--- config.mk ---
export PLATFORM = sky130hd
export DESIGN_NAME = module_alu_seq
export DESIGN_NICKNAME = d
export VERILOG_FILES = /design/src/rtl/module_alu_seq.sv
export SDC_FILE = /design/constraint.sdc
export NUM_CORES = 1
export LEC_CHECK = 0
export BUFFER_PORTS_ARGS = -buffer_cell sky130_fd_sc_hd__buf_2
export CELL_PAD_IN_SITES_DETAIL_PLACEMENT = 0
export CELL_PAD_IN_SITES_GLOBAL_PLACEMENT = 1
export CORE_MARGIN = 3
export CORE_UTILIZATION = 30
export DETAILED_ROUTE_END_ITERATION = 16
export PLACE_DENSITY_LB_ADDON = 0.3
export SYNTH_ARGS = -nofsm -noshare
export SYNTH_HDL_FRONTEND = slang
export SYNTH_SLANG_ARGS = --single-unit
--- constraint.sdc ---
create_clock -name clk -period 5.6 [get_ports clk]
set_clock_uncertainty 0.1 [all_clocks]
set_input_delay 0.28 -clock clk [delete_from_list [all_inputs] [get_ports clk]]
set_output_delay 0.28 -clock clk [all_outputs]
set_load 0.03 [all_outputs]
--- src/rtl/module_alu_seq.sv ---
// module_alu_seq: parametrised sequential ALU for the Mini-CPU.
// Opcode and sign-magnitude immediate are latched on DECODE; operands are
// applied on CALC. Single-cycle ops register their result one cycle after
// calc_start. MUL runs a shift-add loop for IMM_W cycles with busy high.
// Optional feature: define MODULE_ALU_SEQ_SAT_EN to saturate ADD/ADDI/SUB/SUBI
// on signed overflow instead of wrapping.
module module_alu_seq #(
    parameter int WIDTH = 16,
    parameter int IMM_W = 6
) (
    input  logic             clk,
    input  logic             rst_n,
    input  logic             dec_valid,
    input  logic [2:0]       opcode,
    input  logic             sinalImm,
    input  logic [IMM_W-1:0] imm,
    input  logic             calc_start,
    input  logic [WIDTH-1:0] v1,
    input  logic [WIDTH-1:0] v2,
    output logic [WIDTH-1:0] result,
    output logic             decoded,
    output logic             calculated,
    output logic             busy,
    output logic             flag_z,
    output logic             flag_n,
    output logic             flag_v
);

    localparam int MSB   = WIDTH - 1;
    localparam int CNT_W = (IMM_W > 1) ? $clog2(IMM_W) : 1;
    localparam logic [CNT_W-1:0] CNT_LAST = CNT_W'(IMM_W - 1);
    localparam logic [WIDTH-1:0] SMAX = {1'b0, {(WIDTH-1){1'b1}}};
    localparam logic [WIDTH-1:0] SMIN = {1'b1, {(WIDTH-1){1'b0}}};

    typedef enum logic [2:0] {
        OP_LOAD    = 3'd0,
        OP_ADD     = 3'd1,
        OP_ADDI    = 3'd2,
        OP_SUB     = 3'd3,
        OP_SUBI    = 3'd4,
        OP_MUL     = 3'd5,
        OP_CLEAR   = 3'd6,
        OP_DISPLAY = 3'd7
    } op_t;

    typedef enum logic [1:0] {
        S_IDLE  = 2'd0,
        S_READY = 2'd1,
        S_MULT  = 2'd2
    } state_t;

    // Registered state
    state_t             r_state;
    op_t                r_op;
    logic               r_sgn;
    logic [IMM_W-1:0]   r_imm;
    logic [WIDTH-1:0]   r_result;
    logic               r_decoded;
    logic               r_calculated;
    logic               r_busy;
    logic               r_z;
    logic               r_n;
    logic               r_v;
    logic [WIDTH-1:0]   r_acc;
    logic [WIDTH-1:0]   r_mcand;
    logic [IMM_W-1:0]   r_mplier;
    logic [CNT_W-1:0]   r_cnt;

    // Next-state values
    state_t             w_state_nxt;
    op_t                w_op_nxt;
    logic               w_sgn_nxt;
    logic [IMM_W-1:0]   w_imm_nxt;
    logic [WIDTH-1:0]   w_result_nxt;
    logic               w_decoded_nxt;
    logic               w_calculated_nxt;
    logic               w_busy_nxt;
    logic               w_z_nxt;
    logic               w_n_nxt;
    logic               w_v_nxt;
    logic [WIDTH-1:0]   w_acc_nxt;
    logic [WIDTH-1:0]   w_mcand_nxt;
    logic [IMM_W-1:0]   w_mplier_nxt;
    logic [CNT_W-1:0]   w_cnt_nxt;

    // Datapath
    logic [WIDTH-1:0]   w_imm_z;
    logic [WIDTH-1:0]   w_simm;
    logic               w_sub;
    logic [WIDTH-1:0]   w_opb;
    logic [WIDTH-1:0]   w_sum;
    logic               w_ovf;
    logic [WIDTH-1:0]   w_arith;
    logic [WIDTH-1:0]   w_acc_step;
    logic [WIDTH-1:0]   w_mul_res;
    logic               w_upd;
    logic [WIDTH-1:0]   w_val;
    logic               w_vflag;

    assign result     = r_result;
    assign decoded    = r_decoded;
    assign calculated = r_calculated;
    assign busy       = r_busy;
    assign flag_z     = r_z;
    assign flag_n     = r_n;
    assign flag_v     = r_v;

    // Arithmetic: signed immediate, add/sub with overflow, one shift-add step
    always_comb begin
        w_imm_z = {{(WIDTH-IMM_W){1'b0}}, r_imm};
        w_simm  = r_sgn ? (~w_imm_z + WIDTH'(1)) : w_imm_z;
        w_sub   = (r_op == OP_SUB) || (r_op == OP_SUBI);
        w_opb   = ((r_op == OP_ADD) || (r_op == OP_SUB)) ? v2 : w_simm;
        w_sum   = w_sub ? (v1 - w_opb) : (v1 + w_opb);
        // add: operand signs equal; sub: operand signs differ; and result sign flipped
        w_ovf   = ((v1[MSB] ^ w_opb[MSB]) == w_sub) && (w_sum[MSB] != v1[MSB]);
`ifdef MODULE_ALU_SEQ_SAT_EN
        // overflow always lands on the side of v1's sign
        w_arith = w_ovf ? (v1[MSB] ? SMIN : SMAX) : w_sum;
`else
        w_arith = w_sum;
`endif
        w_acc_step = r_acc + (r_mplier[0] ? r_mcand : '0);
        // sign applied once at the end: v1*(-m) == -(v1*m) mod 2^WIDTH
        w_mul_res  = r_sgn ? (~w_acc_step + WIDTH'(1)) : w_acc_step;
    end

    // Next-state and output decode for the IDLE/READY/MULT controller
    always_comb begin
        w_state_nxt      = r_state;
        w_op_nxt         = r_op;
        w_sgn_nxt        = r_sgn;
        w_imm_nxt        = r_imm;
        w_result_nxt     = r_result;
        w_decoded_nxt    = 1'b0;
        w_calculated_nxt = 1'b0;
        w_busy_nxt       = 1'b0;
        w_z_nxt          = r_z;
        w_n_nxt          = r_n;
        w_v_nxt          = r_v;
        w_acc_nxt        = r_acc;
        w_mcand_nxt      = r_mcand;
        w_mplier_nxt     = r_mplier;
        w_cnt_nxt        = r_cnt;
        w_upd            = 1'b0;
        w_val            = '0;
        w_vflag          = 1'b0;

        case (r_state)
            S_IDLE: begin
                if (dec_valid) begin
                    w_op_nxt      = op_t'(opcode);
                    w_sgn_nxt     = sinalImm;
                    w_imm_nxt     = imm;
                    w_decoded_nxt = 1'b1;
                    w_state_nxt   = S_READY;
                end
            end
            S_READY: begin
                if (calc_start) begin
                    if (r_op == OP_MUL) begin
                        w_acc_nxt    = '0;
                        w_mcand_nxt  = v1;
                        w_mplier_nxt = r_imm;
                        w_cnt_nxt    = '0;
                        w_busy_nxt   = 1'b1;
                        w_state_nxt  = S_MULT;
                    end else begin
                        w_calculated_nxt = 1'b1;
                        w_state_nxt      = S_IDLE;
                        case (r_op)
                            OP_LOAD: begin
                                w_upd = 1'b1;
                                w_val = w_simm;
                            end
                            OP_ADD, OP_ADDI, OP_SUB, OP_SUBI: begin
                                w_upd   = 1'b1;
                                w_val   = w_arith;
                                w_vflag = w_ovf;
                            end
                            OP_CLEAR: begin
                                w_upd = 1'b1;
                                w_val = '0;
                            end
                            default: w_upd = 1'b0;  // DISPLAY holds result and flags
                        endcase
                    end
                end else if (dec_valid) begin
                    w_op_nxt      = op_t'(opcode);
                    w_sgn_nxt     = sinalImm;
                    w_imm_nxt     = imm;
                    w_decoded_nxt = 1'b1;
                end
            end
            S_MULT: begin
                w_acc_nxt    = w_acc_step;
                w_mcand_nxt  = r_mcand << 1;
                w_mplier_nxt = r_mplier >> 1;
                w_cnt_nxt    = r_cnt + CNT_W'(1);
                w_busy_nxt   = 1'b1;
                if (r_cnt == CNT_LAST) begin
                    w_busy_nxt       = 1'b0;
                    w_calculated_nxt = 1'b1;
                    w_upd            = 1'b1;
                    w_val            = w_mul_res;
                    w_state_nxt      = S_IDLE;
                end
            end
            default: w_state_nxt = S_IDLE;
        endcase

        if (w_upd) begin
            w_result_nxt = w_val;
            w_z_nxt      = (w_val == '0);
            w_n_nxt      = w_val[MSB];
            w_v_nxt      = w_vflag;
        end
    end

    // State and output registers, synchronous active-low reset
    always_ff @(posedge clk) begin
        if (!rst_n) begin
            r_state      <= S_IDLE;
            r_op         <= OP_LOAD;
            r_sgn        <= 1'b0;
            r_imm        <= '0;
            r_result     <= '0;
            r_decoded    <= 1'b0;
            r_calculated <= 1'b0;
            r_busy       <= 1'b0;
            r_z          <= 1'b0;
            r_n          <= 1'b0;
            r_v          <= 1'b0;
            r_acc        <= '0;
            r_mcand      <= '0;
            r_mplier     <= '0;
            r_cnt        <= '0;
        end else begin
            r_state      <= w_state_nxt;
            r_op         <= w_op_nxt;
            r_sgn        <= w_sgn_nxt;
            r_imm        <= w_imm_nxt;
            r_result     <= w_result_nxt;
            r_decoded    <= w_decoded_nxt;
            r_calculated <= w_calculated_nxt;
            r_busy       <= w_busy_nxt;
            r_z          <= w_z_nxt;
            r_n          <= w_n_nxt;
            r_v          <= w_v_nxt;
            r_acc        <= w_acc_nxt;
            r_mcand      <= w_mcand_nxt;
            r_mplier     <= w_mplier_nxt;
            r_cnt        <= w_cnt_nxt;
        end
    end

endmodule
After elaboration in Yosys (flattened, before gate mapping)

Cells that the tools add are included.

Output and inout bits: 22
Logic and storage cells: 108
Input port bits: 46
Bits in registers: 75

$add $sub $neg: 6
Reduce and logical (&&, ||, !) cells: 13
Equality and inequality tests: 16
Bitwise operators: 3
Multiplexer cells: 55

Operators with widths:

| operator                                                              | number |
|---|---|
| 16-bit two-way mux                                                    | 12 |
| 16-bit case mux with 2 select lines                                   | 4 |
| 16-bit by 1-bit adder with 16-bit output, second input constant       | 2 |
| 16-bit adder                                                          | 2 |
| 6-bit two-way mux                                                     | 4 |
| 6-bit case mux with 2 select lines                                    | 2 |
| 1-bit two-way mux                                                     | 17 |
| 16-bit logical NOT                                                    | 1 |
| 16-bit inverter                                                       | 1 |
| 6-bit inverter with 16-bit output                                     | 1 |
| 16-bit subtractor                                                     | 1 |
| 3-bit equality test, second input constant                            | 4 |
| 3-bit two-way mux                                                     | 4 |
| 3-bit case mux with 2 select lines                                    | 2 |
| 2-bit != test, second input constant                                  | 5 |
| 1-bit case mux with 2 select lines                                    | 5 |
| 2-bit two-way mux                                                     | 4 |
| 3-bit by 2-bit equality test with 1-bit output, second input constant | 2 |
| 2-bit case mux with 3 select lines                                    | 1 |
| 3-bit AND reduction                                                   | 2 |
| 6-bit OR reduction                                                    | 1 |
| 2-bit nonzero test                                                    | 2 |
| 4-bit OR reduction                                                    | 1 |
| 3-bit by 1-bit adder with 3-bit output, second input constant         | 1 |
| 11 further kinds                                                      | 12 |

Logic depth before layout (Yosys ltp)

Word-level depth: 12
Depth in mapped cells: 23
Gate-level depth less buffers: 22

Worst setup path after synthesis

OpenSTA, ideal clock, no wires.

Kind: flip-flop to flip-flop
From: register r_imm[2]
To: register r_result[15], in the netlist result[15]
Data arrival time: 4.066 ns
Path buffers: 1
Clock period less this slack: 4.281 ns
Data required time: 5.385 ns
Library setup time: 0.115 ns
Cell stages (with the launch flop): 23
Setup slack: 1.319 ns
Path through: dfxtp_1 -> clkbuf_1 -> or3_1 -> nor3_1 -> ha_1 -> mux2_2 -> mux2i_1 -> nand2_1 -> inv_1 -> nand3_1 -> nor2_1 -> nor2_1 -> xor2_1 -> ha_1 -> nor2_1 -> a21oi_1 -> and3_1 -> nand3_1 -> a31oi_1 -> xnor3_1 -> a21oi_1 -> o21ai_1 -> o21ba_1

Word-level cells in the longest chain between the ends: 10
Elaborated cells between the ends (all ways): 11
Those cells by class: add/sub: 3; mux: 7; bitwise: 1

Ends and longest elaborated chain:

| item                                              | line | source |
|---|---|---|
| from (decl)                                       | 56   | `logic [IMM_W-1:0] r_imm;` |
| from (signal assigned)                            | 242  | `r_imm <= w_imm_nxt;` |
| 6-bit inverter with 16-bit output                 | 111  | `w_simm = r_sgn ? (~w_imm_z + WIDTH'(1)) : w_imm_z;` |
| 16-bit by 1-bit adder with 16-bit output          | 111  |  |
| 16-bit two-way mux *                              | 111  |  |
| 16-bit two-way mux                                | 113  | `w_opb = ((r_op == OP_ADD) \|\| (r_op == OP_SUB)) ? v2 : w_simm;` |
| 16-bit adder or 16-bit subtractor (tied branches) | 114  | `w_sum = w_sub ? (v1 - w_opb) : (v1 + w_opb);` |
| 16-bit two-way mux                                | 114  |  |
| 16-bit case mux with 2 select lines *             | 171  | `case (r_op)` |
| 16-bit two-way mux *                              | 161  | `if (r_op == OP_MUL) begin` |
| 16-bit two-way mux *                              | 160  | `if (calc_start) begin` |
| 16-bit case mux with 2 select lines *             | 149  | `case (r_state)` |
| to (signal assigned)                              | 243  | `r_result <= w_result_nxt;` |
| to (decl)                                         | 57   | `logic [WIDTH-1:0] r_result;` |

Mark *: on every way between the ends. The rest lies on a longest branch, timed or not.
A chain may end at the register's enable or synchronous reset.

Worst setup path after layout

From: register r_imm[2]
To: register r_z, in the netlist flag_z

Word-level cells in the longest chain between the ends: 11
Elaborated cells between the ends (all ways): 12
Those cells by class: add/sub: 3; mux: 7; bitwise: 1; reduce/logical: 1

Ends and longest elaborated chain:

| item                                              | line | source |
|---|---|---|
| 6-bit inverter with 16-bit output                 | 111  |  |
| 16-bit by 1-bit adder with 16-bit output          | 111  |  |
| 16-bit two-way mux *                              | 111  |  |
| 16-bit two-way mux                                | 113  |  |
| 16-bit adder or 16-bit subtractor (tied branches) | 114  |  |
| 16-bit two-way mux                                | 114  |  |
| 16-bit case mux with 2 select lines *             | 171  |  |
| 16-bit two-way mux *                              | 161  |  |
| 16-bit two-way mux *                              | 160  |  |
| 16-bit case mux with 2 select lines *             | 149  |  |
| 16-bit logical NOT *                              | 214  | `w_z_nxt = (w_val == '0);` |
| to (signal assigned)                              | 247  | `r_z <= w_z_nxt;` |
| to (decl)                                         | 61   | `logic r_z;` |

Marked as above.

==> results.cfg <==
[status]
outcome = finished, final reports clean

[critical_path]
crit_buf_inv = 1
crit_top_cell = nor2_1
crit_arrival_ns = 5.07
rr_worst_depth = 22
end_kind = register
cp_top_family = simple AND/OR/NAND/NOR gates
path_cells = or3_1 -> nor3_1 -> ha_1 -> mux2_2 -> mux2i_1 -> nand2_1 -> inv_1 -> nand3_1 -> nor2_1 -> nor2_1 -> xor2_1 -> ha_1 -> nor2_1 -> a21oi_1 -> o2111ai_1 -> a21boi_0 -> mux2i_1 -> o21ai_0 -> nand3_2 -> nor4_2 -> nand4_1 -> o31ai_2
slowest_delay_ns = 0.44
crit_type = reg -> reg
crit_required_ns = 5.76
cp_max_fo = 7
start_kind = register
path_depth = 22
slowest_stage = or3_1

[global_routing]
grt_start_max_net_pins = 68
grt_pass1_vias = 5868
gr-total-overflow = 0
grt_util_met2 = 0.299
antenna_found_initial = 0
grtUsageTotal = 0.184
grtUsageMet3 = 0.0331
grtUsageMet1 = 0.258
grt_pass1_wl_mm = 32.5
top_usage_layer = met2

[clock_network]
cts_resized = 0
cts_tree = done
clockBufferDepth = 2
clkTransAtPathRegs_ns = 0.07
clock-root-buffer = clkbuf_16
cts_htree_levels = 3
clock_sinks = 74
cts-hold-fix-buffers = 0
postCtsSetupBuffers = 0
cts_buffers = 9
clk_latency_ns = 0.34

[timing]
hold_viol_final = 0
period_needed_ns = 4.91
period_share = 0.877
rsz0062_at_grt = false
tightest_slew_ns = 0.832
fin_setup_tns_ns = 0
whs_ns = 0.0762
clock.fmax_mhz = 204
max_slew_margin = 0.445
setup_viol = 0
slew_violations = 0

[drt]
drtIter0Drc = 468
dr.pass1.iters = 5
routedWlPerCell_um = 18.3
vias_per_cell = 5.40
drt-total-wl_mm = 20.1
drc = 0
ant_nets = 0
vias = 5936

[floorplanning]
die_y_um = 148
dieArea_um2 = 21900
die_w_um = 148
start_util = 0.307
rows = 51
core_area_um2 = 19700
ios = 68

[yosys]
yosysSeqAreaShare = 0.245
yosys.area_share.simple = 0.233
yosys-top-cells-count = 110 x nor2_1, 74 x dfxtp_1, 61 x a21oi_1
ys_types = 76
ys.warnings.count = 0
yosys-top-cells-area = dfxtp_1 25%, ha_1 8.1%, nor2_1 6.8%
synth-async-reset-ratio = 0
synth_fp_nets = 868
synth_compound_area_frac = 0.265
synth.largest_area_cell = dfxtp_1
yosys.area_share.adder = 0.0874
netlist_area_um2 = 6040
synth-seq-cells = 74
yosys.cell_count.top_type = nor2_1
synth_top_family_by_area = compound AO/OA/AOI/OAI gates
syn_inst = 781
synth_edf_count = 0
syn_area_per_cell_um2 = 7.74
synth_xor_area_frac = 0.0733
synth_top_area_share = 0.245
synth_flop_cell = dfxtp_1
synthMuxAreaShare = 0.0549

[final_layout]
area.growth.synth_to_final_pct = 15.7
nets = 917
nFillCells = 2147
fin_cells = 1100
layout-drive-gt1-share = 0.134
diodes = 0

[power_and_ir_drop]
power_density_nw_per_um2 = 270
power_leakage_nw = 2.82
vdd_drop_max_uv = 187

[min_path]
hold_depth = 3
hold_path.class = in -> reg

[run]
drv_cap = 0

[place]
portBuffers = 67
dpl.hpwl_mm = 15.4
dp.cells = 1084
gp_congestion = 0.914
==> metrics by stage <==
stage | worst slack [ns] | total power (W) | instance area, µm² | util
2_1_floorplan | 1.32 | 0.00104 | 6040 | -
3_3_place_gp | 0.816 | 0.00121 | 6640 | 0.338
3_5_place_dp | 0.723 | 0.00120 | 6640 | 0.338
4_1_cts | 0.708 | 0.00190 | 6990 | 0.356
5_1_grt | 0.271 | 0.00200 | 6990 | 0.356
6_report | 0.689 | 0.00189 | 6990 | 0.356
==> worst register-to-register path, delay by kind of cell, from the launching register on <==
kind	cells	cell delay [ns]
compound gates	5	1.09
xor+xnor	1	0.15
fa+ha+maj	2	0.58
buf+inv	1	0.08
flops	1	0.39
mux	3	0.69
simple gates	10	1.75
==> worst paths after layout <==
check                            endpoint                     from  slack [ns]
setup / recovery      flag_z$_SDFFE_PN0P_    r_imm[2]$_SDFFE_PN0P_        0.69
hold / removal       r_op[1]$_SDFFE_PN0P_                opcode[1]        0.08
setup reg to reg      flag_z$_SDFFE_PN0P_    r_imm[2]$_SDFFE_PN0P_        0.69
hold reg to reg   result[11]$_SDFFE_PN0P_  result[11]$_SDFFE_PN0P_        0.35
==> sequential cells by signal, summed over array words and instances, names as in the netlist <==
| signal | cells |
|---|---|
| r_mplier | 6 |
| flag_v | 1 |
| flag_z | 1 |
| calculated | 1 |
| r_cnt | 3 |
| r_imm | 6 |
| r_mcand | 16 |
| r_op | 3 |
| result | 16 |
| r_state | 2 |
| r_acc | 16 |
| decoded | 1 |
| busy | 1 |
| r_sgn | 1 |
==> cells by family (layout without fill, tap and decap cells) <==
group	after synthesis	after routing
compound gates	232	232
xor+xnor	49	49
fa+ha+maj	41	41
buf+inv	65	119
flops	74	74
mux	33	33
simple gates	287	287
==> metal layers <==
metal	wire, µm	share of wire
met4	191	0.0095
met2	9220	0.46
met5	0	0
met3	872	0.043
met1	9820	0.49
==> cells in the final DEF, fill, tap and decap left out, drive strengths merged, types with 4 or more instances in the layout <==
master / instances
xnor2: 23
o21ai: 38
buf: 78
nand2b: 6
o2111ai: 6
and3: 7
a21oi: 61
nor3: 22
clkbuf: 9
o21a: 9
and2: 24
a21o: 10
a211oi: 32
nand4: 6
a31oi: 7
nor3b: 4
nor2b: 6
or3: 7
nand3: 19
a22oi: 14
xor2: 25
and4: 4
dfxtp: 74
nor2: 110
nor4: 5
o31ai: 6
ha: 39
inv: 27
o211ai: 9
a41oi: 5
nand2: 49
or2: 4
and3b: 4
mux2i: 32
==> power breakdown <==
group / internal (W) / switching (W) / total, W
clock network: 0.000440 / 0.000253 / 0.000692
registers: 0.000537 / 0.0000151 / 0.000552
logic: 0.000267 / 0.000378 / 0.000645
==> layout make-up <==
class / count / area, µm² / share of cell area
Multi-Input combinational cell: 642 / 4320 / 0.618
Sequential cell: 74 / 1480 / 0.212
Timing Repair Buffer: 78 / 418 / 0.0598
Tap cell: 265 / 332 / 0.0474
Clock buffer: 9 / 225 / 0.0322
Clock inverter: 7 / 124 / 0.0177
Inverter: 25 / 93.8 / 0.0134
Power figures use the tool's default switching activity.
